File: src/rtl/barker_pkg.sv
// Shared definitions for the Barker-13 framer and its correlator: the preamble
// length, the preamble constant and the framer state encoding.
// The GAP state exists only when BARKER_FRAMER_GUARD_EN is defined.
package barker_pkg;

    localparam int BARKER_LEN = 13;

    // Sent left bit first, so index BARKER_LEN-1 leaves the framer first.
    localparam logic [BARKER_LEN-1:0] BARKER13 = 13'b1111100110101;

    // Index of the final preamble chip.
    localparam logic [3:0] PRE_LAST = 4'(BARKER_LEN - 1);

`ifdef BARKER_FRAMER_GUARD_EN
    typedef enum logic [2:0] {
        ST_IDLE  = 3'd0,
        ST_PRE   = 3'd1,
        ST_LOAD  = 3'd2,
        ST_SHIFT = 3'd3,
        ST_GAP   = 3'd4
    } framer_state_e;
`else
    typedef enum logic [2:0] {
        ST_IDLE  = 3'd0,
        ST_PRE   = 3'd1,
        ST_LOAD  = 3'd2,
        ST_SHIFT = 3'd3
    } framer_state_e;
`endif

    // Preamble chip k in transmission order (k = 0 is the leftmost chip).
    function automatic logic preamble_bit(input logic [3:0] k);
        return BARKER13[PRE_LAST - k];
    endfunction

endpackage

File: src/rtl/barker_framer.sv
// Barker-13 framer: emits the 13-chip preamble followed by the payload bytes
// MSB-first on a 1-bit AXI-Stream. A frame ends after PAYLOAD_BYTES bytes or
// earlier on s_axis_tlast (flagged by o_short). Each byte costs one LOAD
// bubble, giving 13 + 9*N cycles per N-byte frame at full downstream rate.
// Optional feature macro BARKER_FRAMER_GUARD_EN: after each frame, hold the
// output idle for GUARD_LEN cycles before the next preamble may start.
module barker_framer
    import barker_pkg::*;
#(
    parameter int PAYLOAD_BYTES = 4,
    parameter int GUARD_LEN     = 8
) (
    input  logic       i_clk,
    input  logic       i_rst,
    input  logic [7:0] s_axis_tdata,
    input  logic       s_axis_tvalid,
    input  logic       s_axis_tlast,
    output logic       s_axis_tready,
    output logic       m_axis_tdata,
    output logic       m_axis_tvalid,
    output logic       m_axis_tlast,
    input  logic       m_axis_tready,
    output logic       o_short
);

    if (PAYLOAD_BYTES < 1 || PAYLOAD_BYTES > 255) begin : g_bad_payload
        $error("barker_framer: PAYLOAD_BYTES must be 1..255");
    end
    if (GUARD_LEN < 1 || GUARD_LEN > 255) begin : g_bad_guard
        $error("barker_framer: GUARD_LEN must be 1..255");
    end

    localparam logic [7:0] PB = 8'(PAYLOAD_BYTES);

    framer_state_e state_q, state_d;
    logic [3:0]    pre_q, pre_d;     // preamble chip index
    logic [2:0]    bit_q, bit_d;     // payload bit index, 7 down to 0
    logic [7:0]    byte_q, byte_d;   // captured payload byte
    logic          last_q, last_d;   // captured s_axis_tlast
    logic [7:0]    cnt_q, cnt_d;     // bytes captured in this frame
    logic          at_limit;

`ifdef BARKER_FRAMER_GUARD_EN
    localparam logic [7:0] GAP_LAST = 8'(GUARD_LEN - 1);
    logic [7:0] gap_q, gap_d;        // guard cycles elapsed
`endif

    // Counter never exceeds PB, so it cannot wrap inside a frame.
    assign at_limit = (cnt_q >= PB);

    // Next-state, datapath updates and stream outputs.
    always_comb begin
        state_d       = state_q;
        pre_d         = pre_q;
        bit_d         = bit_q;
        byte_d        = byte_q;
        last_d        = last_q;
        cnt_d         = cnt_q;
`ifdef BARKER_FRAMER_GUARD_EN
        gap_d         = gap_q;
`endif
        s_axis_tready = 1'b0;
        m_axis_tvalid = 1'b0;
        m_axis_tdata  = 1'b0;
        m_axis_tlast  = 1'b0;
        o_short       = 1'b0;

        unique case (state_q)
            ST_IDLE: begin
                // The waiting byte stays on the input until LOAD takes it.
                if (s_axis_tvalid) begin
                    state_d = ST_PRE;
                    pre_d   = 4'd0;
                end
            end

            ST_PRE: begin
                m_axis_tvalid = 1'b1;
                m_axis_tdata  = preamble_bit(pre_q);
                if (m_axis_tready) begin
                    if (pre_q == PRE_LAST) begin
                        pre_d   = 4'd0;
                        state_d = ST_LOAD;
                    end else begin
                        pre_d = pre_q + 4'd1;
                    end
                end
            end

            ST_LOAD: begin
                s_axis_tready = 1'b1;
                if (s_axis_tvalid) begin
                    byte_d  = s_axis_tdata;
                    last_d  = s_axis_tlast;
                    cnt_d   = cnt_q + 8'd1;
                    bit_d   = 3'd7;
                    state_d = ST_SHIFT;
                end
            end

            ST_SHIFT: begin
                m_axis_tvalid = 1'b1;
                m_axis_tdata  = byte_q[bit_q];
                m_axis_tlast  = (bit_q == 3'd0) && (at_limit || last_q);
                if (m_axis_tready) begin
                    if (bit_q != 3'd0) begin
                        bit_d = bit_q - 3'd1;
                    end else if (!at_limit && !last_q) begin
                        state_d = ST_LOAD;
                    end else begin
                        // Frame end; tlast beyond the count is simply ignored.
                        o_short = last_q && !at_limit;
                        cnt_d   = 8'd0;
                        last_d  = 1'b0;
`ifdef BARKER_FRAMER_GUARD_EN
                        gap_d   = 8'd0;
                        state_d = ST_GAP;
`else
                        state_d = ST_IDLE;
`endif
                    end
                end
            end

`ifdef BARKER_FRAMER_GUARD_EN
            ST_GAP: begin
                // The last guard cycle doubles as the IDLE decision so the
                // output is quiet for exactly GUARD_LEN cycles between frames.
                if (gap_q == GAP_LAST) begin
                    gap_d   = 8'd0;
                    pre_d   = 4'd0;
                    state_d = s_axis_tvalid ? ST_PRE : ST_IDLE;
                end else begin
                    gap_d = gap_q + 8'd1;
                end
            end
`endif

            default: begin
                state_d = ST_IDLE;
            end
        endcase
    end

    // State and datapath registers; reset discards any partial frame.
    always_ff @(posedge i_clk or posedge i_rst) begin
        if (i_rst) begin
            state_q <= ST_IDLE;
            pre_q   <= 4'd0;
            bit_q   <= 3'd0;
            byte_q  <= 8'd0;
            last_q  <= 1'b0;
            cnt_q   <= 8'd0;
`ifdef BARKER_FRAMER_GUARD_EN
            gap_q   <= 8'd0;
`endif
        end else begin
            state_q <= state_d;
            pre_q   <= pre_d;
            bit_q   <= bit_d;
            byte_q  <= byte_d;
            last_q  <= last_d;
            cnt_q   <= cnt_d;
`ifdef BARKER_FRAMER_GUARD_EN
            gap_q   <= gap_d;
`endif
        end
    end

endmodule

File: config.mk
export PLATFORM = sky130hd
export DESIGN_NAME = barker_framer
export DESIGN_NICKNAME = d
export VERILOG_FILES = /design/src/rtl/barker_pkg.sv /design/src/rtl/barker_framer.sv
export SDC_FILE = /design/constraint.sdc
export NUM_CORES = 1
export LEC_CHECK = 0
export CELL_PAD_IN_SITES_DETAIL_PLACEMENT = 0
export CELL_PAD_IN_SITES_GLOBAL_PLACEMENT = 1
export CORE_MARGIN = 4
export CORE_UTILIZATION = 25
export DETAILED_ROUTE_END_ITERATION = 10
export GPL_TIMING_DRIVEN = 0
export PLACE_DENSITY_LB_ADDON = 0.1
export SLEW_MARGIN = 20
export SYNTH_ARGS = -nofsm -noshare
export SYNTH_HDL_FRONTEND = slang
export SYNTH_SLANG_ARGS = --single-unit
File: constraint.sdc
create_clock -name i_clk -period 2.25 [get_ports i_clk]
set_input_delay 0.675 -clock i_clk [delete_from_list [all_inputs] [get_ports i_clk]]
set_output_delay 0.675 -clock i_clk [all_outputs]
set_load 0.02 [all_outputs]
# == Word-level counts from Yosys, hierarchy flattened ==
# Memories as Yosys holds them, arrays and structs flattened.
# Cells that the tools add are included.
# classes
magnitude_cmp,3
reduce_logical,17
mux,37
addsub,4
eq_ne,12
# ops
op,n
$mux W8,4
$mux W3,9
$ne A2 B2 Y1 const B,8
$pmux W8 S2,1
$mux W1,13
$mux W4,3
$pmux W3 S4,1
$add A8 B1 Y8 const B,1
$ge A8 B3 Y1 const B,1
$pmux W4 S2,1
$eq A3 B2 Y1 const B,2
$logic_not A3 Y1,2
$pmux W3 S2,1
$reduce_and A6 Y1,1
$lt A4 B5 Y1 const B,1
$reduce_and A5 Y1,1
$add A4 B1 Y4 const B,1
$eq A4 B4 Y1 const B,1
$lt A3 B4 Y1 const B,1
$pmux W1 S2,2
$reduce_and A4 Y1,1
$reduce_bool A2 Y1,2
$sub A4 B4 Y4 const A,1
$bmux W1 S3,1
other kinds (10),13
# word_totals
memories,1
mem_bits_ro,16
wordCells,80
out_inout_bits,5
inputBits,13
regBits,27
# memory_table
name,depth,width,rd,rd_ports_with_merged_regs,write_ports,line_no,rtl
(no name shown),16,1,1,0,0,barker_pkg.sv:33,return BARKER13[PRE_LAST - k];

# == Depth between registers and ports, before layout ==
# depth
word_depth,7
mapped_depth,7
depth_no_buf,6

# == Least setup slack after synthesis ==
# Ideal clock, no wire load.
# synth_timing
path_type,flip-flop to output port
startpoint,register cnt_q[2]
endpoint,output o_short
t_arrival_ns,1.404
path_slack_ns,0.171
n_path_buf,0
t_required_ns,1.575
stages_incl_launch_ff,4
path_cell_list,dfrtp_1 > or4_4 > nor3_1 > and4_1
# synth_via
elab_chain_cells,7
word_cells_on_any_way,8
# synth_rtl
item,line_no,rtl
start: declaration,barker_framer.sv:40,"logic [7:0] cnt_q, cnt_d;"
start signal: assignment,barker_framer.sv:163,cnt_q <= cnt_d;
$ge A8 B3 Y1 *,barker_framer.sv:49,assign at_limit = (cnt_q >= PB);
$logic_not A1 Y1 *,"barker_framer.sv:108, barker_framer.sv:112",
"$logic_and A1 B1 Y1, on equally long branches","barker_framer.sv:112, barker_framer.sv:108",
$mux W1 *,barker_framer.sv:108,end else if (!at_limit && !last_q) begin
$mux W1 *,barker_framer.sv:106,if (bit_q != 3'd0) begin
$mux W1 *,barker_framer.sv:105,if (m_axis_tready) begin
$mux W1 *,barker_framer.sv:68,unique case (state_q)
end: declaration,barker_framer.sv:23,output logic o_short
# Mark *: on every way between the ends. The rest lies on a longest branch, timed or not.

# == Worst setup path in the final report ==
# layout_timing
startpoint,register pre_q[1]
endpoint,output m_axis_tdata
# layout_via
elab_chain_cells,4
# layout_rtl
item,line_no,rtl
start: declaration,barker_framer.sv:36,"logic [3:0] pre_q, pre_d;"
start signal: assignment,barker_framer.sv:159,pre_q <= pre_d;
$sub A4 B4 Y4,barker_pkg.sv:33,
$mem_v2 Z16 W1,n/a,
$mux W1 (implied by the code),barker_pkg.sv:33,
$pmux W1 S2,barker_framer.sv:68,
end: declaration,barker_framer.sv:19,"output logic m_axis_tdata,"
# Every way passes these cells. The select of a mux whose other input is x is not followed.

==> run_results.csv <==
group,metric,value,unit
setup_path,path_cells,"inv_1 -> ha_4 -> nand4bb_1 -> o22ai_2 -> nand2_1 -> a32o_2 -> buf_6",
finish,final_common_cell,"dfrtp_1",
logic_synthesis,synth.area.mux_share,10.3,%
logic_synthesis,synth-edff-count,0,
setup_path,ff2ff_path_depth,6,
route,vias_per_cell,4.89,
logic_synthesis,async_flop_share,100,%
finish,area_growth,31.7,%
setup_path,cp.arrival,1.76,ns
clock_tree,cts_max_level,1,
route,route.met3.wl,141,µm
hold_path,min-delay-start,"byte_q[5]",
logic_synthesis,syn_area_per_cell,10.0,µm²
global_route,first_global_vias,1375,
logic_synthesis,synth_seq_cells,26,
route,wl_per_cell,14.4,µm
logic_synthesis,syn_nets,170,
global_route,grt_pass1_wl,6640,µm
timing,worst_pin_slew,0.582,ns
route,drc,0,
die,dieArea,0.00737,mm²
logic_synthesis,synthCells,151,
outcome,status,"finished, violations left",
clock_tree,clk-insertion-delay-late,0.28,ns
setup_path,cpPeakStageDelay,0.37,ns
timing,timing.final.ws_setup,-0.187,ns
global_route,antenna_found_initial,0,
route,route.met2.wl,1900,µm
timing,tns,-0.259,ns
pwr,power.share.combinational,54.9,%
route,wirelength,3770,µm
pwr,power.switching,0.00105,W
die,die_w,85.8,µm
logic_synthesis,synth_warnings,0,
pwr,ir_drop,0.461,mV
timing,min_period,2.44,ns
logic_synthesis,synth_compound_area_share,15.8,%
timing,rsz0062_at_grt,"yes",
logic_synthesis,ys.flop_type,"dfrtp_1",
route,topRoutingLayerUsed,"met4",
timing,skew,0.00242,ns
clock_tree,numCtsBuffers,3,
setup_path,critPathSlowestCell,"dfrtp_1",
pwr,switching_share,39.4,%
clock_tree,clkSlewWorstSetupHoldPaths,0.10,ns
pwr,p_per_area,1330,mW/mm²
pwr,pwr-share-seq,33.2,%
hold_path,hold_path_class,"flip-flop to flip-flop",
setup_path,cpLargestDelayFamily,"compound AO/OA/AOI/OAI gates",
die,die_h,85.8,µm
outcome,violations,"negative setup slack",
setup_path,cp.required,1.57,ns
clock_tree,cts.sinks,26,
timing,finalMaxSlewViolations,0,
finish,drive_above_1_share,29.6,%
finish,n_antenna_cell,0,
logic_synthesis,yosysUniqueCellTypes,44,
logic_synthesis,synth.cell_area,0.00151,mm²
timing,finalCritPeriodShare,108,%
clock_tree,cts_tree,"built",
place,dp_hpwl,2610,µm
hold_path,whs_endpoint,"byte_q[5]",
setup_path,rr_startpoint,"cnt_q[3]",
route,route.vias.total,1276,
clock_tree,cts_root_buf,"clkbuf_8",
die,core-area,0.00589,mm²
setup_path,r2r-end,"cnt_q[2]",
die,start_util,25.7,%
finish,nets,206,
setup_path,path_max_fanout,4,
die,io_pins,18,
place,io_buffers,17,
logic_synthesis,synth_xor_area_share,2.89,%
global_route,grt_util_all_layers,11.3,%
place,gp_congestion,0.788,
setup_path,end_kind,"output port",
global_route,grt_max_degree,27,
setup_path,path_buf_inv,2,
pwr,p_int,0.00161,W
logic_synthesis,synthSimpleGateAreaFrac,19.0,%
logic_synthesis,ys_seq_area_share,43.0,%
hold_path,holdPathStages,1,
setup_path,path_class,"flip-flop to output port",
logic_synthesis,yosys.area_share.adder,4.96,%
timing,relSlewSlack,61.1,%
timing,finalSetupViolations,2,
pwr,p_leak,0.848,nW
clock_tree,cts_hold_buf,0,
place,place_ws,-0.515,ns
pwr,power.share.clock,11.9,%
route,wl_met1,1700,µm
finish,final_cell_mix,"dfrtp_1 (24), buf_4 (15), clkdlybuf4s50_1 (12), nor2_1 (11), nand2_1 (10)",
setup_path,r2r_slack,0.30,ns
global_route,grt-ovfl-total,0,
setup_path,start_kind,"flip-flop",
clock_tree,clock_path_buffers,2,
flow_run,max-cap-violations,0,
logic_synthesis,synth_top_family_by_area,"simple AND/OR/NAND/NOR gates",
die,rows,28,
route,antenna_left,0,
timing,max_clock_freq,0.410,GHz
route,dr.pass1.iters,4,
timing,hold_violations,0,
route,drt-initial-drc-count,53,
[final cells by class]
cell class              instances  area, µm²
clock buffers                   4       55.1
plain buffers                   3       16.3
inverters                      11       41.3
well taps                      75       93.8
flip-flops and latches         26        653
repair buffers                 33        285
fillers                       618       3890
multi-input cells             109        850
[worst max-delay path by stage]
stage,from,cells past startpoint,to
6_report,pre_q[1],7,m_axis_tdata
5_1_grt,pre_q[1],7,m_axis_tdata
4_1_cts,pre_q[1],7,m_axis_tdata
3_5_place_dp,m_axis_tready,3,o_short
3_3_place_gp,m_axis_tready,3,o_short
2_1_floorplan,cnt_q[2],3,o_short
[through the flow]
stage               power (W)  instances  area (µm²)  hold slack, ns  util, %
finish                0.00266        261        1990           0.516     33.9
global route          0.00292        261        1990           0.541     33.9
CTS                   0.00254        258        1940           0.519     33.0
detailed placement    0.00204        243        1780           0.497     30.2
global placement      0.00202        243        1780           0.487     30.2
floorplan             0.00169        151        1510           0.457        -
[power by group through the flow]
| stage | combinational, W | sequential, W | clock (W) |
|---|---|---|---|
| global route | 0.00164 | 0.000926 | 0.000358 |
| floorplan | 0.000872 | 0.000820 | 0 |
| global placement | 0.00114 | 0.000875 | 0 |
| detailed placement | 0.00116 | 0.000882 | 0 |
| finish | 0.00146 | 0.000883 | 0.000318 |
| CTS | 0.00135 | 0.000860 | 0.000332 |
[worst register-to-register path, cell delays in order (launching register included)]
cell and delay [ns]:
dfrtp_1 0.39, or4_4 0.56, buf_4 0.16, buf_4 0.13, nor3_4 0.21, nor3b_2 0.09
mux2_4 0.30
[flip-flops by register name, summed over array words and instances, names as in the netlist]
register  count
bit_q         3
byte_q        8
cnt_q         8
last_q        1
pre_q         4
state_q       2
[Yosys cell counts, types with 2 or more instances]
cell	count	area (µm²)
dfrtp_1	26	651
inv_1	11	41.3
nor2_1	11	41.3
nand2_1	10	37.5
mux2_2	9	101
o21ai_0	7	35.0
ha_1	6	75.1
a21oi_1	5	25.0
nor2b_1	5	31.3
xnor2_1	5	43.8
a211oi_1	4	30.0
mux2i_1	4	40.0
nand3_1	4	20.0
nand4_1	4	25.0
a31oi_1	3	18.8
clkbuf_1	3	11.3
nor3_1	3	15.0
a2111oi_0	2	17.5
nand2b_1	2	12.5
nand4b_1	2	17.5
o2bb2ai_1	2	17.5
[kinds of logic after synthesis]
family	count (synthesis)
AOI/OAI and AO/OA	34
buffers and inverters	16
xor gates and xnor gates	5
DFF	26
adders and majority gates	6
and+or+nand+nor	50
muxes	14
[layer usage]
layer  vias to the layer above  GRT usage [%]
met5                         -              0
met4                         0           3.45
met3                         4           2.59
met2                        20           19.1
met1                       631           14.3
li1                        621              -
[what timing repair did]
item	4_1_cts	5_1_grt
pin swaps	5	4
gates resized for setup	26	13
hold endpoints to repair	0	0
endpoints found under the setup margin	6	4
setup buffers	12	4
(Power assumes the default switching activity.)
